## src/rtl/mic_capture_sequencer_pkg.sv

```systemverilog
// Shared types and defaults for the mic-array ping/record sequencer.
// State encodings, default geometry and counter widths.
package mic_capture_sequencer_pkg;

    typedef enum logic [2:0] {
        IDLE,
        BURST,
        DELAY,
        CAPTURE,
        DRAIN,
        DONE
    } state_t;

    localparam int NUM_CH_DEF      = 16;
    localparam int SAMPLE_W_DEF    = 16;
    localparam int BURST_TICKS_DEF = 8;
    localparam int CH_IDX_W        = 4;
    localparam int CNT_W           = 16;

endpackage

```

## src/rtl/mic_capture_sequencer_if.sv

```systemverilog
// Sample stream bundle: one channel word per valid/ready transfer.
interface mic_capture_sequencer_if
    import mic_capture_sequencer_pkg::*;
#(
    parameter int SAMPLE_W = SAMPLE_W_DEF
);
    logic                out_valid;
    logic                out_ready;
    logic [SAMPLE_W-1:0] out_data;
    logic [CH_IDX_W-1:0] out_ch;
    logic                out_last;

    modport master (
        output out_valid,
        output out_data,
        output out_ch,
        output out_last,
        input  out_ready
    );

    modport slave (
        input  out_valid,
        input  out_data,
        input  out_ch,
        input  out_last,
        output out_ready
    );
endinterface

```

## src/rtl/mic_frame_serializer.sv

```systemverilog
// Snapshots one frame of all channels and streams it out channel 0 first.
module mic_frame_serializer
    import mic_capture_sequencer_pkg::*;
#(
    parameter int NUM_CH   = NUM_CH_DEF,
    parameter int SAMPLE_W = SAMPLE_W_DEF
) (
    input  logic                       clk,
    input  logic                       rst_n,
    input  logic                       flush,
    input  logic                       load,
    input  logic [NUM_CH*SAMPLE_W-1:0] ch_data,
    output logic                       busy,
    mic_capture_sequencer_if.master    strm
);
    localparam logic [CH_IDX_W-1:0] LAST_CH = CH_IDX_W'(NUM_CH - 1);

    logic [NUM_CH*SAMPLE_W-1:0] snap;
    logic                       xfer;

    assign xfer          = strm.out_valid && strm.out_ready;
    // Free in the cycle the final word is taken, so a back-to-back frame fits.
    assign busy          = strm.out_valid && !(strm.out_last && strm.out_ready);
    assign strm.out_data = snap[SAMPLE_W-1:0];

    always_ff @(posedge clk or negedge rst_n) begin
        if (!rst_n) begin
            snap           <= '0;
            strm.out_valid <= 1'b0;
            strm.out_ch    <= '0;
            strm.out_last  <= 1'b0;
        end else if (flush) begin
            snap           <= '0;
            strm.out_valid <= 1'b0;
            strm.out_ch    <= '0;
            strm.out_last  <= 1'b0;
        end else if (load) begin
            snap           <= ch_data;
            strm.out_valid <= 1'b1;
            strm.out_ch    <= '0;
            strm.out_last  <= (NUM_CH == 1);
        end else if (xfer && strm.out_last) begin
            strm.out_valid <= 1'b0;
            strm.out_ch    <= '0;
            strm.out_last  <= 1'b0;
        end else if (xfer) begin
            snap           <= snap >> SAMPLE_W;
            strm.out_ch    <= strm.out_ch + 4'd1;
            strm.out_last  <= (strm.out_ch + 4'd1) == LAST_CH;
        end
    end
endmodule

```

## src/rtl/mic_capture_sequencer.sv

```systemverilog
// Ping-and-record sequencer: TX burst, delay, CIC capture, frame streaming.
module mic_capture_sequencer
    import mic_capture_sequencer_pkg::*;
#(
    parameter int NUM_CH      = NUM_CH_DEF,
    parameter int SAMPLE_W    = SAMPLE_W_DEF,
    parameter int BURST_TICKS = BURST_TICKS_DEF
) (
    input  logic                       CLOCK_50,
    input  logic                       rst_n,
    input  logic                       tick_40k,
    input  logic                       start,
    input  logic                       abort,
    input  logic [CNT_W-1:0]           rec_delay_ticks,
    input  logic [CNT_W-1:0]           rec_len,
    input  logic                       sample_valid,
    input  logic [NUM_CH*SAMPLE_W-1:0] ch_data,
    output logic                       tx_en,
    output logic                       mic_on,
    output logic                       busy,
    output logic                       done,
    output logic                       overrun,
    mic_capture_sequencer_if.master    strm
);
    localparam logic [CNT_W-1:0] BT = CNT_W'(BURST_TICKS);

    state_t           state, state_n;
    logic [CNT_W-1:0] tick_cnt, frame_cnt;
    logic [CNT_W-1:0] tick_inc, frame_inc;
    logic [CNT_W-1:0] delay_q, len_q;
    logic             ser_busy, take, load, cap_end, go;
    logic             tx_en_d, mic_on_d, busy_d, done_d;

    assign tick_inc  = tick_cnt + 16'd1;
    assign frame_inc = frame_cnt + 16'd1;
    assign go        = (state == IDLE) && start && !abort;
    assign take      = (state == CAPTURE) && sample_valid
                       && (frame_cnt != len_q) && !abort;
    assign load      = take && !ser_busy;
    // len_q == 0 ends capture on entry without taking a frame.
    assign cap_end   = (frame_cnt == len_q)
                       || (sample_valid && frame_inc == len_q);

    always_comb begin
        state_n = state;
        unique case (state)
            IDLE:    if (start) state_n = BURST;
            BURST:   if (tick_40k && tick_inc == BT)
                         state_n = (delay_q == '0) ? CAPTURE : DELAY;
            DELAY:   if (tick_40k && tick_inc == delay_q) state_n = CAPTURE;
            CAPTURE: if (cap_end) state_n = DRAIN;
            DRAIN:   if (!ser_busy) state_n = DONE;
            DONE:    state_n = IDLE;
            default: state_n = IDLE;
        endcase
        if (abort) state_n = IDLE;
    end

    always_comb begin
        tx_en_d  = (state_n == BURST);
        mic_on_d = (state_n == CAPTURE);
        busy_d   = (state_n != IDLE);
        done_d   = (state_n == DONE);
    end

    always_ff @(posedge CLOCK_50 or negedge rst_n) begin
        if (!rst_n) begin
            state  <= IDLE;
            tx_en  <= 1'b0;
            mic_on <= 1'b0;
            busy   <= 1'b0;
            done   <= 1'b0;
        end else begin
            state  <= state_n;
            tx_en  <= tx_en_d;
            mic_on <= mic_on_d;
            busy   <= busy_d;
            done   <= done_d;
        end
    end

    always_ff @(posedge CLOCK_50 or negedge rst_n) begin
        if (!rst_n) begin
            tick_cnt  <= '0;
            frame_cnt <= '0;
            delay_q   <= '0;
            len_q     <= '0;
            overrun   <= 1'b0;
        end else begin
            if (state_n != state)
                tick_cnt <= '0;
            else if (tick_40k && (state == BURST || state == DELAY))
                tick_cnt <= tick_inc;

            if (state == IDLE)
                frame_cnt <= '0;
            else if (take)
                frame_cnt <= frame_inc;

            if (go) begin
                delay_q <= rec_delay_ticks;
                len_q   <= rec_len;
                overrun <= 1'b0;
            end else if (take && ser_busy) begin
                overrun <= 1'b1;
            end
        end
    end

    mic_frame_serializer #(
        .NUM_CH   (NUM_CH),
        .SAMPLE_W (SAMPLE_W)
    ) u_ser (
        .clk     (CLOCK_50),
        .rst_n   (rst_n),
        .flush   (abort),
        .load    (load),
        .ch_data (ch_data),
        .busy    (ser_busy),
        .strm    (strm)
    );
endmodule

```

## src/flat_wrapper.sv

```systemverilog
// flat-port wrapper written by rule: the top's interface ports become plain ports
module mic_capture_sequencer_flat import mic_capture_sequencer_pkg::*;
#(
    parameter int NUM_CH      = NUM_CH_DEF,
    parameter int SAMPLE_W    = SAMPLE_W_DEF,
    parameter int BURST_TICKS = BURST_TICKS_DEF
)
  (CLOCK_50, rst_n, tick_40k, start, abort, rec_delay_ticks, rec_len, sample_valid, ch_data, tx_en, mic_on, busy, done, overrun, strm_out_valid, strm_out_data, strm_out_ch, strm_out_last, strm_out_ready);
  mic_capture_sequencer_if #(.SAMPLE_W(SAMPLE_W)) strm_i ();
  input  logic CLOCK_50;
  input  logic rst_n;
  input  logic tick_40k;
  input  logic start;
  input  logic abort;
  input  logic [CNT_W-1:0] rec_delay_ticks;
  input  logic [CNT_W-1:0] rec_len;
  input  logic sample_valid;
  input  logic [NUM_CH*SAMPLE_W-1:0] ch_data;
  output logic tx_en;
  output logic mic_on;
  output logic busy;
  output logic done;
  output logic overrun;
  output wire logic [$bits(strm_i.out_valid)-1:0] strm_out_valid;
  output wire logic [$bits(strm_i.out_data)-1:0] strm_out_data;
  output wire logic [$bits(strm_i.out_ch)-1:0] strm_out_ch;
  output wire logic [$bits(strm_i.out_last)-1:0] strm_out_last;
  input wire logic [$bits(strm_i.out_ready)-1:0] strm_out_ready;
  assign strm_out_valid = strm_i.out_valid;
  assign strm_out_data = strm_i.out_data;
  assign strm_out_ch = strm_i.out_ch;
  assign strm_out_last = strm_i.out_last;
  assign strm_i.out_ready = strm_out_ready;
  mic_capture_sequencer #(.NUM_CH(NUM_CH), .SAMPLE_W(SAMPLE_W), .BURST_TICKS(BURST_TICKS)) u_core (.CLOCK_50(CLOCK_50), .rst_n(rst_n), .tick_40k(tick_40k), .start(start), .abort(abort), .rec_delay_ticks(rec_delay_ticks), .rec_len(rec_len), .sample_valid(sample_valid), .ch_data(ch_data), .tx_en(tx_en), .mic_on(mic_on), .busy(busy), .done(done), .overrun(overrun), .strm(strm_i));
endmodule
```

## config.mk

```make
export PLATFORM = sky130hd
export DESIGN_NAME = mic_capture_sequencer_flat
export DESIGN_NICKNAME = d
export VERILOG_FILES = /design/src/rtl/mic_capture_sequencer_pkg.sv /design/src/rtl/mic_capture_sequencer_if.sv /design/src/rtl/mic_frame_serializer.sv /design/src/rtl/mic_capture_sequencer.sv /design/src/flat_wrapper.sv
export SDC_FILE = /design/constraint.sdc
export NUM_CORES = 1
export LEC_CHECK = 0
export BUFFER_PORTS_ARGS = -buffer_cell sky130_fd_sc_hd__buf_2
export CORE_ASPECT_RATIO = 1.2
export CORE_MARGIN = 2
export CORE_UTILIZATION = 55
export CTS_CLUSTER_DIAMETER = 120
export CTS_CLUSTER_SIZE = 30
export DETAILED_ROUTE_END_ITERATION = 12
export GPL_ROUTABILITY_DRIVEN = 1
export PLACE_DENSITY = 0.91
export SLEW_MARGIN = 15
export SYNTH_ARGS = -nofsm -noshare
export SYNTH_HDL_FRONTEND = slang
export SYNTH_SLANG_ARGS = --single-unit
```

## constraint.sdc

```tcl
create_clock -name CLOCK_50 -period 3.5 [get_ports CLOCK_50]
set_clock_uncertainty 0.05 [all_clocks]
set_input_delay 0.35 -clock CLOCK_50 [delete_from_list [all_inputs] [get_ports CLOCK_50]]
set_output_delay 0.35 -clock CLOCK_50 [all_outputs]
set_load 0.01 [all_outputs]
```

==> summary.md <==
| Metric | Value |
|---|---|
| Status | `finished clean` |
| Number of synthesized flops with an enable pin | `0` |
| Layout cells sized above 1 | `25.8%` |
| Max Slew Vio Count | `0` |
| Final HPWL DP | `31.9 mm` |
| FF+latch count, synth | `334` |
| Clock-pin slew on the worst setup and hold paths | `0.12 ns` |
| Final ANT Viol Nets | `0` |
| Crit path time final | `3.23 ns` |
| Area added between synthesis and finish | `15.4%` |
| Total GRT Usage | `30.7%` |
| CTS Sinks | `334` |
| Predominant post-synthesis flop cell | `dfrtp_1` |
| Post-Syn Area | `16,000 µm²` |
| Vias per cell | `6.60` |
| Initial antenna violation count | `14` |
| Post-synth ARST share | `100%` |
| CTS root buf | `clkbuf_16` |
| VDD IR max | `0.000366 V` |
| Cell Rows | `68` |
| Final TNS setup | `0 ns` |
| Final Hold Viols | `0` |
| CP endpoint kind | `flop` |
| Initial Utilization | `55.7%` |
| Initial drt markers | `1,569` |
| First-pass GRT wire length | `74.7 mm` |
| Post-CTS sizing | `0` |
| WL final | `47.8 mm` |
| Die area | `30,500 µm²` |
| Die height | `191 µm` |
| Critical path cell sequence | `ha_1, and4_1, o32ai_1, a2111oi_0, nand4_1, or4_4, nand4b_2, a31oi_1` |
| RSZ-0062 raised after global routing | `no` |
| Critical Path RT | `3.83 ns` |
| I/O pins | `322` |
| DRC | `0` |
| GP Congestion | `0.953` |
| Vias in the first global route | `13,400` |
| Synthesized area per cell | `11.3 µm²` |
| Vias | `13,500` |
| DR pass1 iterations | `7` |
| Core region area | `28,800 µm²` |
| Fin crit share | `92.3%` |
| Fin nets | `1,943` |
| Register area share after synthesis | `52.2%` |
| Final setup viols | `0` |
| Maximum buffer depth of the clock tree | `3` |
| Worst endpoint data arrival time | `3.56 ns` |
| WHS Path Cells | `2` |
| Slew HR | `44.2%` |
| Final core utilization | `64.3%` |
| Synthesized net count | `1,718` |
| CP Class | `reg -> reg` |
| GRT overflow | `0` |
| Largest net degree at the start of global routing | `252` |
| Total CTS buffers | `15` |
| Die Wd | `160 µm` |
| CP peak stage delay | `0.56 ns` |
| Slowest-stage cell, CP | `or4_4` |
| H-tree depth | `1` |
| Static Leak | `7.77 nW` |
| Slew @ Worst Pin | `0.837 ns` |
| Fmax | `310 MHz` |
| Cell count after synthesis | `1,418` |
| R2R depth | `8` |
| Post-CTS Setup Inserts | `0` |
| Drt wl/cell | `23.5 µm` |
| Cell variety after synth | `70` |
| HP Class | `in -> reg` |
| Startpoint types | `flop` |
| CP max FO | `16` |
| CTS tree | `yes` |
| Number of synthesis warnings | `0` |
| Port bufs | `321` |
| Power Density | `373 nW/µm²` |
| Clock insertion delay at the later pin of the skew report | `0.51 ns` |
| Max-cap violations | `0` |
-- state kept, by name, indices dropped and copies added, names as in the netlist --
register                     flops
u_core.state                     3
u_core.tick_cnt                 16
u_core.frame_cnt                16
u_core.u_ser.snap              256
u_core.busy                      1
u_core.u_ser.strm.out_valid      1
u_core.done                      1
u_core.overrun                   1
u_core.tx_en                     1
u_core.len_q                    16
u_core.delay_q                  16
u_core.u_ser.strm.out_last       1
u_core.mic_on                    1
u_core.u_ser.strm.out_ch         4
-- cells in the final DEF, fill, tap and decap left out, types with 13 or more instances in the layout --
master / count
dfrtp_1: 334
buf_2: 319
a22oi_1: 242
o2bb2ai_1: 240
nand2_1: 65
xnor2_1: 41
mux2_2: 34
nor2_1: 31
xor2_1: 31
o21ai_0: 24
dlygate4sd3_1: 23
nand4_1: 21
a31oi_1: 19
nor3_1: 17
a21oi_1: 17
nor4_1: 15
clkbuf_16: 15
buf_12: 15
nand3_1: 13
buf_4: 13
-- power by group --
part / switching, mW / internal (mW) / total [mW]
sequential: 0.110 / 3.94 / 4.05
clock: 1.22 / 0.799 / 2.02
combinational: 0.454 / 0.370 / 0.824
total: 1.79 / 5.11 / 6.89
-- routing by layer --
layer	wire (µm)	vias up	track usage [%]
met5	66	-	0
met4	2180	10	12.8
met3	3750	123	6.44
met2	23000	673	50.1
met1	18800	6697	40.1
li1	-	5947	-
-- worst max-delay path, delay by kind of cell, from the launching register on --
family	cells	cell delay, ns
AND/OR/NAND/NOR	4	1.47
AO/OA/AOI/OAI	3	0.66
flip-flops	1	0.49
adder cells (fa/ha/maj)	1	0.43
-- cell usage after synthesis (3+ instances only) --
master,n,share of area [%]
o2bb2ai_1,240,13
o2111ai_1,4,0.22
clkbuf_1,101,2.4
or3_1,3,0.12
nor4_1,15,0.59
nor2_1,32,0.75
buf_1,8,0.19
a21o_1,3,0.14
ha_1,5,0.39
inv_1,7,0.16
xnor2_1,41,2.2
dfrtp_1,334,52
o31a_1,3,0.16
and3_1,10,0.39
and2_1,5,0.20
o21ai_0,24,0.75
nand4_1,21,0.82
a22oi_1,242,11
a31oi_1,19,0.74
mux2i_1,4,0.25
or2_2,4,0.16
and4_1,4,0.22
nand2b_1,5,0.20
buf_4,21,0.98
nand2_1,65,1.5
xor2_1,31,1.7
mux2_2,34,2.4
or4_1,3,0.14
nand3_1,13,0.41
a21oi_1,17,0.53
buf_2,35,1.1
nor3_1,17,0.53
-- timing repair --
| item | 4_1_cts | 5_1_grt |
|---|---|---|
| hold buffers | 20 | 3 |
| endpoints found under the hold margin | 108 | 3 |
| setup endpoints to repair | 0 | 0 |
-- worst paths after layout --
check / startpoint / end / slack [ns]
max: u_core.tick_cnt[0]$_DFFE_PN0P_ / u_core.tick_cnt[1]$_DFFE_PN0P_ / 0.27
min: rec_delay_ticks[5] / u_core.delay_q[5]$_DFFE_PN0P_ / 0.02
max reg2reg: u_core.tick_cnt[0]$_DFFE_PN0P_ / u_core.tick_cnt[1]$_DFFE_PN0P_ / 0.27
min reg2reg: u_core.u_ser.snap[12]$_DFFE_PN0P_ / u_core.u_ser.snap[12]$_DFFE_PN0P_ / 0.45
max in group asynchronous: rst_n / u_core.u_ser.snap[160]$_DFFE_PN0P_ / 2.07
min in group asynchronous: rst_n / u_core.frame_cnt[9]$_DFFE_PN0P_ / 0.43
-- through the flow --
stage | instances | hold WS (ns) | cell area, µm² | worst slack [ns] | power (mW)
after floorplan | 1418 | 0.00441 | 16000 | 0.746 | 4.49
after global placement | 1987 | 0.402 | 17800 | 0.441 | 4.88
after detailed placement | 1987 | 0.407 | 17800 | 0.315 | 4.90
after CTS | 2023 | 0.0000495 | 18400 | 0.279 | 6.91
after global routing | 2034 | 0.000959 | 18500 | 0.0166 | 7.14
final | 2037 | 0.0179 | 18500 | 0.271 | 6.89
-- logic make-up after synthesis --
| logic type | after synthesis | synth area share [%] |
|---|---|---|
| flip-flops | 334 | 52.2 |
| buffers and inverters | 172 | 4.79 |
| XOR/XNOR | 73 | 4.08 |
| adder cells (fa/ha/maj) | 5 | 0.390 |
| AND/OR/NAND/NOR | 214 | 7.15 |
| multiplexers | 38 | 2.64 |
| AO/OA/AOI/OAI | 582 | 28.8 |
-- cell type report --
class,instances,area (µm²)
Multi-Input combinational cell,912,6930
Fill cell,2222,10300
Clock buffer,15,375
Sequential cell,334,8360
Tap cell,385,482
Antenna cell,10,25.0
Inverter,7,26.3
Clock inverter,1,30.0
Timing Repair Buffer,373,2280
No activity file was read; power rests on OpenSTA's default activity.
